File: config.mk
export PLATFORM = sky130hd
export DESIGN_NAME = fetch_unit_flat
export DESIGN_NICKNAME = d
export VERILOG_FILES = /design/src/rtl/fetch_unit_pkg.sv /design/src/rtl/fetch_unit_if.sv /design/src/rtl/fetch_unit_chk.sv /design/src/rtl/fetch_unit_fifo.sv /design/src/rtl/fetch_unit.sv /design/src/flat_wrapper.sv
export SDC_FILE = /design/constraint.sdc
export NUM_CORES = 1
export LEC_CHECK = 0
export BUFFER_PORTS_ARGS = -buffer_cell sky130_fd_sc_hd__clkbuf_2
export CORE_ASPECT_RATIO = 0.9
export CORE_UTILIZATION = 45
export CTS_BUF_LIST = sky130_fd_sc_hd__clkbuf_8
export DETAILED_ROUTE_END_ITERATION = 6
export GPL_TIMING_DRIVEN = 0
export PLACE_DENSITY = 0.63
export SETUP_SLACK_MARGIN = 0.2
export SLEW_MARGIN = 20
export SYNTH_ARGS = -nofsm -noshare
export SYNTH_HDL_FRONTEND = slang
export SYNTH_SLANG_ARGS = --single-unit
export TNS_END_PERCENT = 50
File: constraint.sdc
create_clock -name clk -period 7.9 [get_ports clk]
set_input_delay 1.185 -clock clk [delete_from_list [all_inputs] [get_ports clk]]
set_output_delay 1.185 -clock clk [all_outputs]
set_load 0.1 [all_outputs]
File: src/rtl/fetch_unit_pkg.sv
// fetch_unit_pkg: shared types and constants for the instruction-fetch stage.
//   pcmux_selop : execute-stage PC mux select; PCMUX_TGT requests a redirect
//   fetch_tag   : per-request tag kept while a fetch is in flight
//   fetch_entry : buffered {pc, instr} pair waiting for decode
//   FETCH_DEPTH : default request/buffer credit count
package fetch_unit_pkg;

  localparam int FETCH_DEPTH = 2;

  typedef enum logic [0:0] {
    PCMUX_PC4 = 1'b0,
    PCMUX_TGT = 1'b1
  } pcmux_selop;

  // stale must stay the LSB: the tag queue marks entries by setting bit 0
  typedef struct packed {
    logic [31:0] pc;
    logic        epoch;
    logic        stale;
  } fetch_tag;

  typedef struct packed {
    logic [31:0] pc;
    logic [31:0] instr;
  } fetch_entry;

  function automatic logic [31:0] align_word(input logic [31:0] addr);
    return {addr[31:2], 2'b00};
  endfunction

endpackage

File: src/rtl/fetch_unit_if.sv
// fetch_unit_if: bundles the fetch stage's pipeline and memory signals.
//   stall/pcmux_sel/jmp_tgt       : pipeline control into fetch
//   imem_req_*                    : valid/ready request channel to memory
//   imem_resp_*                   : in-order response channel, no backpressure
//   if_id_*                       : {valid, pc, instr} to decode
// master = fetch unit side, slave = pipeline/memory environment side.
interface fetch_unit_if;

  logic                       stall;
  fetch_unit_pkg::pcmux_selop pcmux_sel;
  logic [31:0]                jmp_tgt;
  logic                       imem_req_valid;
  logic                       imem_req_ready;
  logic [31:0]                imem_req_addr;
  logic                       imem_resp_valid;
  logic [31:0]                imem_resp_data;
  logic                       if_id_valid;
  logic [31:0]                if_id_pc;
  logic [31:0]                if_id_instr;

  modport master (
    input  stall, pcmux_sel, jmp_tgt, imem_req_ready, imem_resp_valid, imem_resp_data,
    output imem_req_valid, imem_req_addr, if_id_valid, if_id_pc, if_id_instr
  );

  modport slave (
    output stall, pcmux_sel, jmp_tgt, imem_req_ready, imem_resp_valid, imem_resp_data,
    input  imem_req_valid, imem_req_addr, if_id_valid, if_id_pc, if_id_instr
  );

endinterface

File: src/rtl/fetch_unit_chk.sv
// fetch_unit_chk: simulation-only protocol checks for fetch_unit.
//   clk, rst_n     : clock, synchronous active-low reset
//   i_resp_valid   : memory response strobe
//   i_drain_idle   : no post-reset responses left to discard
//   i_tq_empty     : no request tags outstanding
module fetch_unit_chk (
  input logic clk,
  input logic rst_n,
  input logic i_resp_valid,
  input logic i_drain_idle,
  input logic i_tq_empty
);

  // A response must always correspond to an outstanding request.
  always @(posedge clk) begin
    if (rst_n) begin
      assert (!(i_resp_valid && i_drain_idle && i_tq_empty))
        else $error("fetch_unit_chk: response with no outstanding request");
    end
  end

endmodule

File: src/rtl/fetch_unit_fifo.sv
// fetch_unit_fifo: synchronous FIFO with flush, occupancy count and a mark-all
// sideband that sets bit 0 of every stored word.
//   clk, rst_n  : clock, synchronous active-low reset
//   i_flush     : empty the FIFO (any push in the same cycle is dropped)
//   i_mark      : set bit 0 of all slots (push in the same cycle wins)
//   i_push/i_push_data, i_pop : write / read-advance strobes
//   o_head, o_count, o_empty  : head word, occupancy, empty flag
// DEPTH must be a power of two so the pointers wrap naturally.
module fetch_unit_fifo #(
  parameter int WIDTH = 32,
  parameter int DEPTH = 2
) (
  input  logic                       clk,
  input  logic                       rst_n,
  input  logic                       i_flush,
  input  logic                       i_mark,
  input  logic                       i_push,
  input  logic [WIDTH-1:0]           i_push_data,
  input  logic                       i_pop,
  output logic [WIDTH-1:0]           o_head,
  output logic [$clog2(DEPTH):0]     o_count,
  output logic                       o_empty
);

  localparam int AW = (DEPTH > 1) ? $clog2(DEPTH) : 1;
  localparam int CW = $clog2(DEPTH) + 1;

  logic [WIDTH-1:0] r_mem [DEPTH];
  logic [AW-1:0]    r_wr_ptr;
  logic [AW-1:0]    r_rd_ptr;
  logic [CW-1:0]    r_count;

  // Storage array: marking touches every slot, a push overrides its slot.
  always_ff @(posedge clk) begin
    if (!rst_n) begin
      for (int i = 0; i < DEPTH; i++) r_mem[i] <= '0;
    end else begin
      if (i_mark) begin
        for (int i = 0; i < DEPTH; i++) r_mem[i][0] <= 1'b1;
      end
      if (i_push && !i_flush) r_mem[r_wr_ptr] <= i_push_data;
    end
  end

  // Pointers and occupancy.
  always_ff @(posedge clk) begin
    if (!rst_n || i_flush) begin
      r_wr_ptr <= '0;
      r_rd_ptr <= '0;
      r_count  <= '0;
    end else begin
      if (i_push) r_wr_ptr <= r_wr_ptr + AW'(1);
      if (i_pop)  r_rd_ptr <= r_rd_ptr + AW'(1);
      if (i_push && !i_pop)      r_count <= r_count + CW'(1);
      else if (!i_push && i_pop) r_count <= r_count - CW'(1);
      else                       r_count <= r_count;
    end
  end

  assign o_head  = r_mem[r_rd_ptr];
  assign o_count = r_count;
  assign o_empty = (r_count == '0);

endmodule

File: src/rtl/fetch_unit.sv
// fetch_unit: instruction-fetch stage.
//   clk, rst_n : clock, synchronous active-low reset
//   io_fetch   : fetch_unit_if.master -- pipeline control in, imem request /
//                response channels, {valid, pc, instr} out to decode
// Requests carry a tag {pc, epoch, stale} in a tag queue; responses pop it and
// are dropped if they belong to an older fetch stream. Fresh instructions
// either bypass straight into the if_id registers or wait in a small buffer.
module fetch_unit
  import fetch_unit_pkg::*;
#(
  parameter logic [31:0] RESET_PC = 32'h0000_0000,
  parameter int          DEPTH    = FETCH_DEPTH
) (
  input logic           clk,
  input logic           rst_n,
  fetch_unit_if.master  io_fetch
);

  localparam int            CW      = $clog2(DEPTH) + 1;
  localparam logic [CW:0]   L_DEPTH = (CW+1)'(DEPTH);

  logic             w_redirect;
  logic             w_credit;
  logic             w_req_valid;
  logic             w_accept;
  logic             w_drain_idle;
  logic             w_can_load;
  logic             w_resp_fresh;
  logic             w_bypass;

  logic [31:0]      r_fetch_pc;
  logic             r_epoch;
  logic [CW-1:0]    r_drain;
  logic [CW:0]      w_drain_sum;
  logic [CW:0]      w_drain_dec;
  logic [CW-1:0]    w_drain_rst;

  fetch_tag         w_tq_push_data;
  fetch_tag         w_tq_head;
  logic [CW-1:0]    w_tq_count;
  logic             w_tq_empty;
  logic             w_tq_pop;

  fetch_entry       w_buf_push_data;
  fetch_entry       w_buf_head;
  logic [CW-1:0]    w_buf_count;
  logic             w_buf_empty;
  logic             w_buf_push;
  logic             w_buf_pop;

  logic             r_if_valid;
  logic [31:0]      r_if_pc;
  logic [31:0]      r_if_instr;

  assign w_redirect   = (io_fetch.pcmux_sel == PCMUX_TGT);
  assign w_drain_idle = (r_drain == '0);

  // A slot retiring this cycle is still counted; it frees up next cycle.
  assign w_credit    = (({1'b0, w_tq_count} + {1'b0, w_buf_count}) < L_DEPTH);
  assign w_req_valid = rst_n & ~w_redirect & w_drain_idle & w_credit;
  assign w_accept    = w_req_valid & io_fetch.imem_req_ready;

  assign w_tq_push_data = '{pc: r_fetch_pc, epoch: r_epoch, stale: 1'b0};

  // While draining pre-reset responses the tag queue is not touched.
  assign w_tq_pop     = rst_n & io_fetch.imem_resp_valid & w_drain_idle & ~w_tq_empty;
  assign w_resp_fresh = w_tq_pop & ~w_redirect & ~w_tq_head.stale &
                        (w_tq_head.epoch == r_epoch);

  assign w_can_load      = ~io_fetch.stall | ~r_if_valid;
  assign w_buf_pop       = rst_n & ~w_redirect & w_can_load & ~w_buf_empty;
  assign w_bypass        = w_resp_fresh & w_can_load & w_buf_empty;
  assign w_buf_push      = w_resp_fresh & ~w_bypass;
  assign w_buf_push_data = '{pc: w_tq_head.pc, instr: io_fetch.imem_resp_data};

  assign io_fetch.imem_req_valid = w_req_valid;
  assign io_fetch.imem_req_addr  = r_fetch_pc;
  assign io_fetch.if_id_valid    = r_if_valid;
  assign io_fetch.if_id_pc       = r_if_pc;
  assign io_fetch.if_id_instr    = r_if_instr;

  // Tag queue; a redirect marks every outstanding tag stale so even a second
  // redirect (epoch back to its old value) cannot resurrect old responses.
  fetch_unit_fifo #(.WIDTH($bits(fetch_tag)), .DEPTH(DEPTH)) u_tag_q (
    .clk         (clk),
    .rst_n       (rst_n),
    .i_flush     (1'b0),
    .i_mark      (w_redirect),
    .i_push      (w_accept),
    .i_push_data (w_tq_push_data),
    .i_pop       (w_tq_pop),
    .o_head      (w_tq_head),
    .o_count     (w_tq_count),
    .o_empty     (w_tq_empty)
  );

  fetch_unit_fifo #(.WIDTH($bits(fetch_entry)), .DEPTH(DEPTH)) u_instr_buf (
    .clk         (clk),
    .rst_n       (rst_n),
    .i_flush     (w_redirect),
    .i_mark      (1'b0),
    .i_push      (w_buf_push),
    .i_push_data (w_buf_push_data),
    .i_pop       (w_buf_pop),
    .o_head      (w_buf_head),
    .o_count     (w_buf_count),
    .o_empty     (w_buf_empty)
  );

  // Outstanding requests at reset become responses to discard afterwards;
  // responses arriving during reset already count against them.
  always_comb begin
    w_drain_sum = {1'b0, w_tq_count} + {1'b0, r_drain};
    if (io_fetch.imem_resp_valid && (w_drain_sum != '0)) w_drain_dec = w_drain_sum - (CW+1)'(1);
    else                                                 w_drain_dec = w_drain_sum;
    if (w_drain_dec > L_DEPTH) w_drain_rst = L_DEPTH[CW-1:0];
    else                       w_drain_rst = w_drain_dec[CW-1:0];
  end

  // Fetch PC, epoch and post-reset drain counter.
  always_ff @(posedge clk) begin
    if (!rst_n) begin
      r_fetch_pc <= RESET_PC;
      r_epoch    <= 1'b0;
      r_drain    <= w_drain_rst;
    end else begin
      if (io_fetch.imem_resp_valid && !w_drain_idle) r_drain <= r_drain - CW'(1);
      else                                           r_drain <= r_drain;
      if (w_redirect) begin
        r_fetch_pc <= align_word(io_fetch.jmp_tgt);
        r_epoch    <= ~r_epoch;
      end else if (w_accept) begin
        r_fetch_pc <= r_fetch_pc + 32'd4;
        r_epoch    <= r_epoch;
      end else begin
        r_fetch_pc <= r_fetch_pc;
        r_epoch    <= r_epoch;
      end
    end
  end

  // if_id registers: buffer head first (keeps order), then bypass, else bubble.
  always_ff @(posedge clk) begin
    if (!rst_n) begin
      r_if_valid <= 1'b0;
      r_if_pc    <= 32'h0000_0000;
      r_if_instr <= 32'h0000_0000;
    end else if (w_redirect) begin
      r_if_valid <= 1'b0;
    end else if (w_can_load) begin
      if (!w_buf_empty) begin
        r_if_valid <= 1'b1;
        r_if_pc    <= w_buf_head.pc;
        r_if_instr <= w_buf_head.instr;
      end else if (w_bypass) begin
        r_if_valid <= 1'b1;
        r_if_pc    <= w_tq_head.pc;
        r_if_instr <= io_fetch.imem_resp_data;
      end else begin
        r_if_valid <= 1'b0;
      end
    end else begin
      r_if_valid <= r_if_valid;
    end
  end

  fetch_unit_chk u_chk (
    .clk          (clk),
    .rst_n        (rst_n),
    .i_resp_valid (io_fetch.imem_resp_valid),
    .i_drain_idle (w_drain_idle),
    .i_tq_empty   (w_tq_empty)
  );

endmodule
File: src/flat_wrapper.sv
// flat-port wrapper written by rule: the top's interface ports become plain ports
module fetch_unit_flat import fetch_unit_pkg::*;
#(
  parameter logic [31:0] RESET_PC = 32'h0000_0000,
  parameter int          DEPTH    = FETCH_DEPTH
)
  (clk, rst_n, io_fetch_stall, io_fetch_pcmux_sel, io_fetch_jmp_tgt, io_fetch_imem_req_ready, io_fetch_imem_resp_valid, io_fetch_imem_resp_data, io_fetch_imem_req_valid, io_fetch_imem_req_addr, io_fetch_if_id_valid, io_fetch_if_id_pc, io_fetch_if_id_instr);
  fetch_unit_if io_fetch_i ();
  input logic clk;
  input logic rst_n;
  input wire logic [$bits(io_fetch_i.stall)-1:0] io_fetch_stall;
  input wire logic [$bits(io_fetch_i.pcmux_sel)-1:0] io_fetch_pcmux_sel;
  input wire logic [$bits(io_fetch_i.jmp_tgt)-1:0] io_fetch_jmp_tgt;
  input wire logic [$bits(io_fetch_i.imem_req_ready)-1:0] io_fetch_imem_req_ready;
  input wire logic [$bits(io_fetch_i.imem_resp_valid)-1:0] io_fetch_imem_resp_valid;
  input wire logic [$bits(io_fetch_i.imem_resp_data)-1:0] io_fetch_imem_resp_data;
  output wire logic [$bits(io_fetch_i.imem_req_valid)-1:0] io_fetch_imem_req_valid;
  output wire logic [$bits(io_fetch_i.imem_req_addr)-1:0] io_fetch_imem_req_addr;
  output wire logic [$bits(io_fetch_i.if_id_valid)-1:0] io_fetch_if_id_valid;
  output wire logic [$bits(io_fetch_i.if_id_pc)-1:0] io_fetch_if_id_pc;
  output wire logic [$bits(io_fetch_i.if_id_instr)-1:0] io_fetch_if_id_instr;
  assign io_fetch_i.stall = io_fetch_stall;
  assign io_fetch_i.pcmux_sel = io_fetch_pcmux_sel;
  assign io_fetch_i.jmp_tgt = io_fetch_jmp_tgt;
  assign io_fetch_i.imem_req_ready = io_fetch_imem_req_ready;
  assign io_fetch_i.imem_resp_valid = io_fetch_imem_resp_valid;
  assign io_fetch_i.imem_resp_data = io_fetch_imem_resp_data;
  assign io_fetch_imem_req_valid = io_fetch_i.imem_req_valid;
  assign io_fetch_imem_req_addr = io_fetch_i.imem_req_addr;
  assign io_fetch_if_id_valid = io_fetch_i.if_id_valid;
  assign io_fetch_if_id_pc = io_fetch_i.if_id_pc;
  assign io_fetch_if_id_instr = io_fetch_i.if_id_instr;
  fetch_unit #(.RESET_PC(RESET_PC), .DEPTH(DEPTH)) u_core (.clk(clk), .rst_n(rst_n), .io_fetch(io_fetch_i));
endmodule
* Yosys cells after proc, flatten, opt, wreduce, memory -nomap -nowiden
Memory sizes are Yosys's and may differ from the RTL's. A register that Yosys moved wholly into a read port is not among the register bits.
Index checks and enable logic that the tools add are counted.
** Storage, ports and cells
- Register bits after elaboration :: 108
- Memory bits (writable) :: 196
- Input bits :: 70
- Output and inout bits :: 98
- Logic and storage cells :: 124
- Memories kept :: 2
** Memories
- u_core.u_instr_buf.r_mem :: words 2, width 64, read ports 1, clocked after Yosys merged registers in 1, write ports 2, line fetch_unit_fifo.sv:28 : logic [WIDTH-1:0] r_mem [DEPTH];
- u_core.u_tag_q.r_mem :: words 2, width 34, read ports 1, clocked after Yosys merged registers in 1, write ports 2, line fetch_unit_fifo.sv:28
** Cells by class
- $add $sub $neg :: 13
- Magnitude comparators :: 2
- Eq/ne operators :: 3
- Mux-type cells :: 38
- Bitwise logic cells :: 27
- Reduce and logical (&&, ||, !) cells :: 26
** Operator list (number)
- 32-bit two-way mux :: 6
- 64-bit two-way mux :: 1
- 64-bit OR reduction :: 1
- 34-bit two-way mux :: 1
- 34-bit OR reduction :: 1
- 32-bit by 3-bit adder with 32-bit output, second input constant :: 1
- 1-bit two-way mux :: 21
- 2-bit two-way mux :: 8
- 1-bit bitwise AND :: 15
- 1-bit inverter :: 9
- 1-bit logical AND :: 7
- 1-bit zero test :: 7
- 2-bit by 2-bit adder with 3-bit output :: 2
- 2-bit zero test :: 3
- 2-bit nonzero test :: 3
- 2-bit by 1-bit subtractor with 2-bit output, second input constant :: 3
- 1-bit adder, second input constant :: 4
- 2-bit by 1-bit adder with 2-bit output, second input constant :: 2
- 2-bit by 1-bit inequality test with 1-bit output, second input constant :: 2
- 3-bit by 2-bit > comparator with 1-bit output, second input constant :: 1
- 3-bit by 2-bit < comparator with 1-bit output, second input constant :: 1
- 3-bit two-way mux :: 1
- 1-bit bitwise OR :: 3
- 3-bit AND reduction :: 1
- other kinds (5) :: 5

* Depth between registers and ports, before layout
Gate-level depths: netlist (run 1).
- Word-level depth :: 16
- Mapped depth :: 10
- Gate-level depth less buffers :: 9

* By module
A second synthesis (run 1) with hierarchy kept.
** Second synthesis, totals
- Cells, all modules :: 1170
- Area total of the unflattened synthesis :: 14371.3 um^2
** Modules (own cells, without submodules)
- fetch_unit_fifo at u_core.u_instr_buf :: instances 1, cells an instance 389, area an instance 5871.9 um^2, seq. area each 3943.8 um^2
- fetch_unit :: instances 1, cells an instance 560, area an instance 5247.5 um^2, seq. area each 1981.9 um^2
- fetch_unit_fifo at u_core.u_tag_q :: instances 1, cells an instance 221, area an instance 3251.9 um^2, seq. area each 2142.1 um^2

* Worst setup path before layout (run 1)
OpenSTA, ideal clock, no wires.
- Path type :: input to output
- Start :: input io_fetch_pcmux_sel
- End :: output io_fetch_imem_req_valid
- Data arrival time :: 3041 ps
- Required time :: 6715 ps
- Slack :: 3674 ps
- Stages on the path :: 4
- Buffers on the path :: 2
- Path through :: clkbuf_1 nand2b_1 clkbuf_1 nor2_1
** Between the ends
- Longest elaborated chain between the ends :: 4
** RTL lines
- start: declaration :: line flat_wrapper.sv:12 : input wire logic [$bits(io_fetch_i.pcmux_sel)-1:0] io_fetch_pcmux_sel;
- 1-bit inverter (no line)
- 1-bit bitwise AND (3 in a row) :: line fetch_unit.sv:60 : assign w_req_valid = rst_n & ~w_redirect & w_drain_idle & w_credit;
- end: declaration :: line flat_wrapper.sv:17 : output wire logic [$bits(io_fetch_i.imem_req_valid)-1:0] io_fetch_imem_req_valid;
No other way between the ends.

* Worst setup path in the final report (run 1)
Same ends and word-level chain as after synthesis.

==> flow_summary.json, run 1 <==
{
  "synthCells": 1219,
  "syn_avg_cell_area_um2": 11.0,
  "hold_path_end": "u_core.io_fetch.if_id_pc[21]",
  "grt_pass1_vias": 9733,
  "ys_top_cells_by_count": "edfxtp_1, nand2_1, mux2i_1",
  "rr_worst_depth": 9,
  "power.leakage_nw": 6.36,
  "max_slew.worst_pin.slew_ns": 0.825,
  "fmax_mhz": 241,
  "rsz0062_at_grt": "false",
  "dieWidth_um": 184,
  "top_layer_used": "met4",
  "max_cap_violations": 0,
  "yosys.area_share.simple_pct": 19.0,
  "synth-compound-area-share_pct": 6.00,
  "synthFlopType": "edfxtp_1",
  "hold_path.class": "flop to flop",
  "track_usage_pct": 22.1,
  "drc_errors": 0,
  "fin_util_pct": 53.9,
  "post_route_cells_drive_above_1_share_pct": 17.6,
  "dp_cells": 1781,
  "avgViaCountPerCell": 5.33,
  "synth_area_um2": 13400,
  "max-slew-margin-rel_pct": 45.0,
  "required_ns": 6.71,
  "cts_hold_buffers": 0,
  "ys_ff_latch": 294,
  "cts_made_buffers": 48,
  "place_hpwl_mm": 23.8,
  "dr_wl_met3_mm": 2.21,
  "dieHeight_um": 166,
  "die_area_um2": 30600,
  "firstDrtPassIters": 5,
  "r2r_start": "u_core.u_instr_buf.o_count[0]",
  "path_max_fanout": 10,
  "finalInstanceArea_um2": 15700,
  "combPwrFrac_pct": 11.8,
  "synth_edf_count": 188,
  "wl_met1_mm": 15.6,
  "seq_power_share_pct": 51.9,
  "final_hold_viol_count": 0,
  "syn_to_final_growth_pct": 17.0,
  "wl_met2_mm": 15.4,
  "cts_resized": 0,
  "hp-start": "u_core.io_fetch.if_id_pc[21]",
  "drv_slew": 0,
  "grt_max_degree": 41,
  "async_flop_share_pct": 0,
  "cp-end-kind": "output pin",
  "ant_nets": 0,
  "postPlaceCellArea_um2": 14800,
  "num_io_pins": 168,
  "vias": 9953,
  "hold_ws_ns": 0.455,
  "yosysSeqAreaShare_pct": 57.8,
  "synthAdderAreaFrac_pct": 0.950,
  "rr_endpoint": "u_core.u_tag_q.o_count[1]",
  "wl_per_cell_um": 18.2,
  "stdcell_count": 1867,
  "rows": 59,
  "setup_viol": 0,
  "synth.area.top_cells": "edfxtp_1, dfxtp_1, mux2i_1",
  "status": "complete, no violations",
  "p_total_mw": 3.35,
  "start_util_pct": 46.1,
  "portBuffers": 160,
  "cp-start-kind": "input port",
  "coreArea_um2": 29200,
  "power_density_nw_per_um2": 213,
  "grt_remaining_overflow": 0,
  "swShare_pct": 27.5,
  "synthXorXnorAreaFrac_pct": 1.04,
  "drtIter0Drc": 652,
  "post-place-ws_ns": 3.53,
  "ys.warnings.count": 0,
  "critPathArrivalTime_ns": 2.97,
  "fin_tns_setup_ns": 0,
  "holdPathStages": 2,
  "cts_sinks": 294,
  "worst-setup-path-type": "input port to output pin",
  "cts-htree-levels": 2,
  "layout_setup_ws_ns": 3.75,
  "cts.reportedPaths.clkPinSlew_ns": 0.06,
  "internal-power_mw": 2.43,
  "yosysTopAreaCellShare_pct": 42.0,
  "ff2ff_setup_slack_ns": 4.33,
  "cts_tree": "done",
  "wirelength_mm": 34.0,
  "period_share_pct": 52.6,
  "synth_top_cell_by_area": "edfxtp_1",
  "p_sw_mw": 0.923,
  "clkPwrFrac_pct": 36.4,
  "grt_pass1_wl_mm": 52.6,
  "synthMuxAreaShare_pct": 11.8,
  "cts-root-buf": "clkbuf_8",
  "synthDistinctLibCells": 54,
  "antenna_found_initial": 0,
  "postCtsSetupRepairBufs": 0,
  "gp_congestion": 0.851,
  "yosysMostFrequentCell": "edfxtp_1",
  "nNetsFinal": 1514,
  "peakVddDrop_mv": 0.133,
  "cts.path.max_buffers": 3,
  "period_minus_slack_ns": 4.15,
  "skew_ns": 0.0218,
  "clock_latency_ns": 0.56,
  "synth_top_family_by_area": "simple AND/OR/NAND/NOR gates"
}
==> worst max path at each step <==
stage / startpoint / to / cells past startpoint
6_report: io_fetch_pcmux_sel / io_fetch_imem_req_valid / 5
5_1_grt: io_fetch_pcmux_sel / io_fetch_imem_req_valid / 5
4_1_cts: io_fetch_pcmux_sel / io_fetch_imem_req_valid / 5
3_5_place_dp: rst_n / u_core.u_tag_q.r_mem[1][26] / 5
3_3_place_gp: rst_n / u_core.u_instr_buf.r_mem[0][6] / 5
2_1_floorplan: io_fetch_pcmux_sel / io_fetch_imem_req_valid / 4
==> cells by family after synthesis <==
logic type      count (synthesis)
buf+inv                       105
flops                         294
mux                           158
other cells                     1
fa+ha+maj                       9
simple gates                  515
compound gates                121
xor+xnor                       16
==> cell usage in the layout (no fill, tap or decap), types with 4 or more instances in the layout <==
master and n:
a21oi_1 13, a31oi_1 17, and2_1 100, and3_1 36
and4_1 7, buf_1 4, buf_2 12, buf_4 10
clkbuf_1 66, clkbuf_2 163, clkbuf_8 55, clkinv_1 4
clkinv_2 4, conb_1 4, dfxtp_1 106, edfxtp_1 188
ha_1 7, inv_1 31, mux2i_1 156, nand2_1 179
nand3_1 45, nand4_1 20, nor2_1 83, o211ai_1 37
o21ai_0 27, o31ai_1 8, or3_1 11, or4_1 11
xnor2_1 4, xor2_1 12
==> power groups by stage <==
stage | combinational [mW] | clock (mW) | sequential [mW]
5_1_grt | 0.424 | 1.31 | 1.74
4_1_cts | 0.394 | 1.24 | 1.74
2_1_floorplan | 0.193 | 0 | 1.84
6_report | 0.395 | 1.22 | 1.74
3_3_place_gp | 0.380 | 0 | 1.77
3_5_place_dp | 0.393 | 0 | 1.77
==> area by class of cell <==
class,count,area [um2]
antenna,1,2.50
buffer,95,413
clock buffer,55,757
clock inverter,30,118
fill,2629,13400
inverter,10,37.5
multi-input combinational,823,5250
sequential,294,7770
tap,396,495
timing repair buffer,163,876
==> worst max-delay path, stage by stage <==
cell      delay (ns)
clkbuf_1        0.42
nand2b_1        0.28
clkbuf_1        0.53
nor2_1          0.15
clkbuf_2        0.40
==> per-layer routing <==
| metal | global-route usage (%) | vias up |
|---|---|---|
| met1 | 30.9 | 4744 |
| met3 | 4.21 | 67 |
| met4 | 6.88 | 0 |
| met2 | 34.6 | 330 |
| li1 | - | 4812 |
| met5 | 0 | - |
==> sequential cells by signal (all words and copies together) (netlist names), named ones only <==
| name | cells |
|---|---|
| u_core.r_drain | 2 |
| u_core.u_instr_buf.r_mem | 124 |
| u_core.io_fetch.if_id_instr | 32 |
| u_core.u_tag_q.o_count | 2 |
| u_core.io_fetch.if_id_valid | 1 |
| u_core.u_tag_q.r_rd_ptr | 1 |
| u_core.u_tag_q.r_mem | 64 |
| u_core.u_instr_buf.o_count | 2 |
| u_core.u_instr_buf.r_wr_ptr | 1 |
| u_core.io_fetch.if_id_pc | 30 |
| u_core.u_tag_q.r_wr_ptr | 1 |
| u_core.u_instr_buf.r_rd_ptr | 1 |
| u_core.io_fetch.imem_req_addr | 30 |
| u_core.r_epoch | 1 |
No activity file was read; power rests on OpenSTA's default activity.
==> inputs of run 2 (changes only) <==
- ABC_AREA: default -> 1
- clock period: 7.9 -> 4.1 ns (I/O delays scaled with it)
==> run 2 against run 1 <==
Effect of this change:
- sequential share of layout area shrank 0.36 points
- clock-buffer cell count grew 6
- first-iteration DRC count grew 51%
- die area is the same
- area after synthesis is the same
- non-clock buffer count grew 1
- flip-flop and latch count is the same
- critical endpoint is now u_core.u_tag_q.r_mem[1][8]
- largest power group unchanged
==> flow_summary.json, run 2 <==
{
  "async_flop_share_pct": 0,
  "dieWidth_um": 184,
  "ant_nets": 0,
  "synthCells": 1536,
  "avgViaCountPerCell": 5.09,
  "fmax_mhz": 322,
  "cts-htree-levels": 2,
  "hp-start": "io_fetch_jmp_tgt[23]",
  "p_total_mw": 6.64,
  "synth_top_cell_by_area": "edfxtp_1",
  "setup_viol": 0,
  "skew_ns": 0.0377,
  "regMostFlops": "u_core.u_instr_buf.r_mem",
  "synthFlopType": "edfxtp_1",
  "ys_ff_latch": 294,
  "holdPathStages": 3,
  "power.leakage_nw": 6.40,
  "grt_pass1_wl_mm": 56.9,
  "final_common_cell": "nor2_1",
  "period_share_pct": 75.8,
  "antenna_found_initial": 0,
  "rr_worst_depth": 9,
  "drtIter0Drc": 984,
  "num_antenna_cells": 0,
  "rows": 59,
  "status": "complete, no violations",
  "post_route_cells_drive_above_1_share_pct": 17.0,
  "dp_cells": 2097,
  "clock_latency_ns": 0.59,
  "cts_resized": 0,
  "yosysMostFrequentCell": "nor2_1",
  "cp-start-kind": "flop",
  "period_minus_slack_ns": 3.11,
  "post-place-ws_ns": 0.889,
  "synthDistinctLibCells": 36,
  "peakVddDrop_mv": 0.230,
  "final_cell_mix": "nor2_1, nand2_1, edfxtp_1",
  "layout_setup_ws_ns": 0.994,
  "yosysTopAreaCellShare_pct": 42.0,
  "syn_avg_cell_area_um2": 8.75,
  "final_hold_viol_count": 0,
  "yosysSeqAreaShare_pct": 57.8,
  "cts-root-buf": "clkbuf_8",
  "largest_register_ffs": 124,
  "max_slew.worst_pin.slew_ns": 0.908,
  "ff2ff_setup_slack_ns": 0.99,
  "crit_buf_inv": 2,
  "portBuffers": 160,
  "start_util_pct": 46.1,
  "critical_path.top_delay_family": "simple AND/OR/NAND/NOR gates",
  "synth_edf_count": 188,
  "ys.warnings.count": 0,
  "required_ns": 4.21,
  "ys_top_cells_by_count": "nor2_1, nand2_1, edfxtp_1",
  "wl_met1_mm": 16.9,
  "power_density_nw_per_um2": 419,
  "postCtsSetupRepairBufs": 0,
  "hold_path_end": "u_core.io_fetch.imem_req_addr[23]",
  "top_layer_used": "met4",
  "grt_pass1_vias": 10400,
  "cp-end-kind": "flop",
  "max_cap_violations": 0,
  "stdcell_count": 2189,
  "postPlaceCellArea_um2": 14800,
  "grt_remaining_overflow": 0,
  "firstDrtPassIters": 5,
  "path_max_fanout": 31,
  "cts_made_buffers": 49,
  "track_usage_pct": 24.0,
  "num_io_pins": 168,
  "synth_area_um2": 13400,
  "drv_slew": 0,
  "syn_to_final_growth_pct": 17.8,
  "wl_met2_mm": 16.2,
  "rr_endpoint": "u_core.u_tag_q.r_mem[1][8]",
  "seq_area_um2": 7770,
  "worst-setup-path-type": "flop to flop",
  "hold_path.class": "input port to flop",
  "nNetsFinal": 1831,
  "rsz0062_at_grt": "false",
  "hold_ws_ns": 0.268,
  "num-fill-cells": 2796,
  "r2r_start": "u_core.u_instr_buf.o_count[0]",
  "crit_start": "u_core.u_instr_buf.o_count[0]",
  "drc_errors": 0,
  "die_area_um2": 30600,
  "finalInstanceArea_um2": 15800,
  "place_hpwl_mm": 25.7,
  "crit_slowest_cell": "nand2_2",
  "cts.reportedPaths.clkPinSlew_ns": 0.06,
  "dr_wl_met3_mm": 2.62,
  "wl_per_cell_um": 16.7,
  "crit_path_max_incr_delay_ns": 0.60,
  "cts_tree": "done",
  "critPathArrivalTime_ns": 3.21,
  "cp_cell_sequence": "nand2_1, fa_1, nand3_1, nor2_2, nand2_2, inv_2, nand3_1, clkbuf_1, nand2_2",
  "cts_sinks": 294,
  "vias": 11100,
  "dieHeight_um": 166,
  "synth.area.top_cells": "edfxtp_1, dfxtp_1, nor2_1",
  "cts_hold_buffers": 0,
  "wirelength_mm": 36.5,
  "gp_congestion": 0.882,
  "coreArea_um2": 29200,
  "multi_input_area_um2": 4810,
  "grt_max_degree": 49,
  "max-slew-margin-rel_pct": 39.5,
  "cts.path.max_buffers": 3
}
==> run 2: cell count changes after synthesis, sizes merged, moves of 33 or more <==
cell	before	now
nor2	83	356
mux2i	156	30
and2	100	0
o21ai	27	126
inv	9	105
nand2	182	271
nand3	45	125
a21oi	13	87
and3	36	1
buf	26	61
o211ai	37	3
clkbuf	69	36
==> run 2: cells by family after synthesis <==
kind of cell	synth area share, %
adder cells (fa/ha/maj)	0.950
other	0.0279
XOR/XNOR	0.847
buffers and inverters	6.63
AND/OR/NAND/NOR	22.9
AO/OA/AOI/OAI	8.65
flip-flops	57.8
multiplexers	2.23
==> run 2: power by group <==
group	internal, mW	switching, mW	total (mW)
registers	3.26	0.0568	3.31
logic	0.162	0.496	0.659
clock network	1.47	1.20	2.67
==> run 2: how the worst max path moves through the flow <==
stage                     depth (start not counted)                              end  slack (ns)
after floorplan                                   9      u_core.u_tag_q.r_mem[0][10]        0.33
after global placement                            4  u_core.u_instr_buf.r_mem[0][20]       -0.58
after detailed placement                          4      u_core.u_tag_q.r_mem[1][20]        0.89
after CTS                                         9       u_core.u_tag_q.r_mem[1][8]        0.94
after global routing                              9       u_core.u_tag_q.r_mem[1][8]        0.83
final                                             9       u_core.u_tag_q.r_mem[1][8]        0.99
==> run 2: through the flow <==
step                utilization (%)  TNS [ns]
detailed placement             50.8         0
global route                   54.3         0
global placement               50.6    -70.94
finish                         54.3         0
floorplan                         -         0
CTS                            54.3         0
==> run 2: cell type report <==
type | instances | area share (%)
flip-flops and latches | 294 | 49.1
multi-input cells | 1043 | 30.4
repair buffers | 162 | 5.36
clock buffers | 61 | 5.30
plain buffers | 97 | 3.14
well taps | 396 | 3.13
inverters | 105 | 2.49
clock inverters | 31 | 1.14
==> run 2: worst reg2reg max path, delay by kind of cell (launching register included) <==
kind	cells	cell delay, ns
buffers and inverters	2	0.52
adders and majority gates	1	0.44
DFF	1	0.43
and+or+nand+nor	6	1.27
==> run 2: per-layer routing <==
layer / vias up / track usage, %
li1: 5521 / -
met1: 5161 / 35.3
met2: 390 / 36.6
met3: 60 / 3.86
met4: 0 / 6.56
met5: - / 0
==> inputs of run 3 (changes only) <==
- clock period: 4.1 -> 3 ns (I/O delays scaled with it)
==> run 3 against run 2 <==
Effect of this change:
- via count up 1.6%
- largest cell class unchanged
- cell area about the same
- largest power group unchanged
- critical endpoint is now io_fetch_imem_req_valid
- wire length up 0.62%
==> flow_summary.json, run 3 (synthesized netlist as in run 2, its figures left out) <==
{
  "cp-end-kind": "output pin",
  "postPlaceCellArea_um2": 14800,
  "grt_max_degree": 63,
  "num_antenna_cells": 0,
  "power_density_nw_per_um2": 564,
  "max-slew-margin-rel_pct": 40.5,
  "ant_nets": 0,
  "place_hpwl_mm": 25.6,
  "largest_register_ffs": 124,
  "hold_path.class": "input port to flop",
  "drc_errors": 0,
  "gp_congestion": 0.917,
  "num_io_pins": 168,
  "drv_slew": 0,
  "dieHeight_um": 166,
  "wirelength_mm": 36.7,
  "hp-start": "io_fetch_jmp_tgt[23]",
  "max_slew.worst_pin.slew_ns": 0.892,
  "drtIter0Drc": 878,
  "critPathArrivalTime_ns": 2.35,
  "grt_pass1_wl_mm": 56.1,
  "r2r_start": "u_core.r_drain[0]",
  "finalInstanceArea_um2": 15800,
  "grt_remaining_overflow": 0,
  "cts.reportedPaths.clkPinSlew_ns": 0.06,
  "cp-start-kind": "flop",
  "fmax_mhz": 357,
  "portBuffers": 160,
  "dieWidth_um": 184,
  "crit_path_max_incr_delay_ns": 0.54,
  "final_common_cell": "nor2_1",
  "nNetsFinal": 1831,
  "crit_slowest_cell": "fa_1",
  "skew_ns": 0.0245,
  "track_usage_pct": 23.7,
  "setup_viol": 0,
  "start_util_pct": 46.1,
  "antenna_found_initial": 0,
  "clock_latency_ns": 0.58,
  "rsz0062_at_grt": "true",
  "regMostFlops": "u_core.u_instr_buf.r_mem",
  "period_minus_slack_ns": 2.80,
  "final_hold_viol_count": 0,
  "cts_tree": "done",
  "path_max_fanout": 3,
  "cp_cell_sequence": "inv_1, fa_1, nand3_1, nor2_4, clkbuf_2",
  "period_share_pct": 93.3,
  "final_cell_mix": "nor2_1, nand2_1, edfxtp_1",
  "cts-root-buf": "clkbuf_8",
  "cts-htree-levels": 2,
  "syn_to_final_growth_pct": 17.8,
  "peakVddDrop_mv": 0.325,
  "die_area_um2": 30600,
  "status": "complete, no violations",
  "grt_pass1_vias": 10500,
  "avgViaCountPerCell": 5.17,
  "max_cap_violations": 0,
  "cts.path.max_buffers": 3,
  "hold_ws_ns": 0.113,
  "firstDrtPassIters": 5,
  "cts_sinks": 294,
  "cts_hold_buffers": 0,
  "vias": 11300,
  "crit_start": "u_core.u_instr_buf.o_count[1]",
  "post_route_cells_drive_above_1_share_pct": 17.0,
  "rows": 59,
  "required_ns": 2.55,
  "worst-setup-path-type": "flop to output pin",
  "power.leakage_nw": 6.41,
  "cts_made_buffers": 49,
  "wl_per_cell_um": 16.8,
  "coreArea_um2": 29200
}
run 3: cell types whose count changed in the layout (fill, tap and decap cells not counted), sizes merged:
cell      change
clkinvlp      +1
bufinv        -1
nand2         +1
clkinv        -2
buf           -1
clkbuf        -4
inv           +6
run 3: path summary, 6_finish.rpt:
| kind | slack [ns] | depth (start not counted) | endpoint |
|---|---|---|---|
| hold reg to reg | 0.46 | 2 | u_core.io_fetch.if_id_pc[26] |
| setup / recovery | 0.20 | 5 | io_fetch_imem_req_valid |
| hold / removal | 0.11 | 3 | u_core.io_fetch.imem_req_addr[23] |
| setup reg to reg | 0.30 | 9 | u_core.u_instr_buf.r_mem[1][57] |
run 3: what timing repair did:
action	4_1_cts	5_1_grt
gates cloned	0	1
resized for setup	1	1
setup buffers	0	0
endpoints found under the setup margin	63	99
run 3: worst max-delay path, delay by kind of cell (launching register included):
kind | cells | cell delay (ns)
adders and majority gates | 1 | 0.54
buffers and inverters | 2 | 0.58
and+or+nand+nor | 2 | 0.27
DFF | 1 | 0.38
run 3: area by class of cell:
cell class	instances	area [um2]
buffer	97	505
tap	396	495
inverter	105	394
clock inverter	35	184
timing repair buffer	161	821
multi-input combinational	1044	4880
fill	2775	13300
clock buffer	57	785
sequential	294	7770
run 3: report_power, final:
| group | internal [mW] | leakage, nW | switching (mW) |
|---|---|---|---|
| sequential | 4.45 | 2.80 | 0.0770 |
| combinational | 0.226 | 3.03 | 0.687 |
| clock | 1.83 | 0.572 | 1.66 |
run 3: stage by stage:
step	worst slack (ns)	power [mW]	utilization (%)	instances	TNS, ns
after floorplan	0.126	5.24	-	1539	0
final	0.201	8.93	54.3	2189	0
after detailed placement	0.0341	5.51	50.9	2096	0
after global placement	-0.916	5.50	50.8	2095	-74.04
after CTS	0.155	8.98	54.2	2188	0
after global routing	0.103	9.26	54.3	2189	0
run 3: per-layer routing:
metal  global-route usage [%]  up-vias  wire length (um)
met5                        0        -                 0
met4                     7.61        0               969
met3                     4.01       66              2430
met2                     36.6      375             16200
met1                     33.9     5357             17100
li1                         -     5515                 -
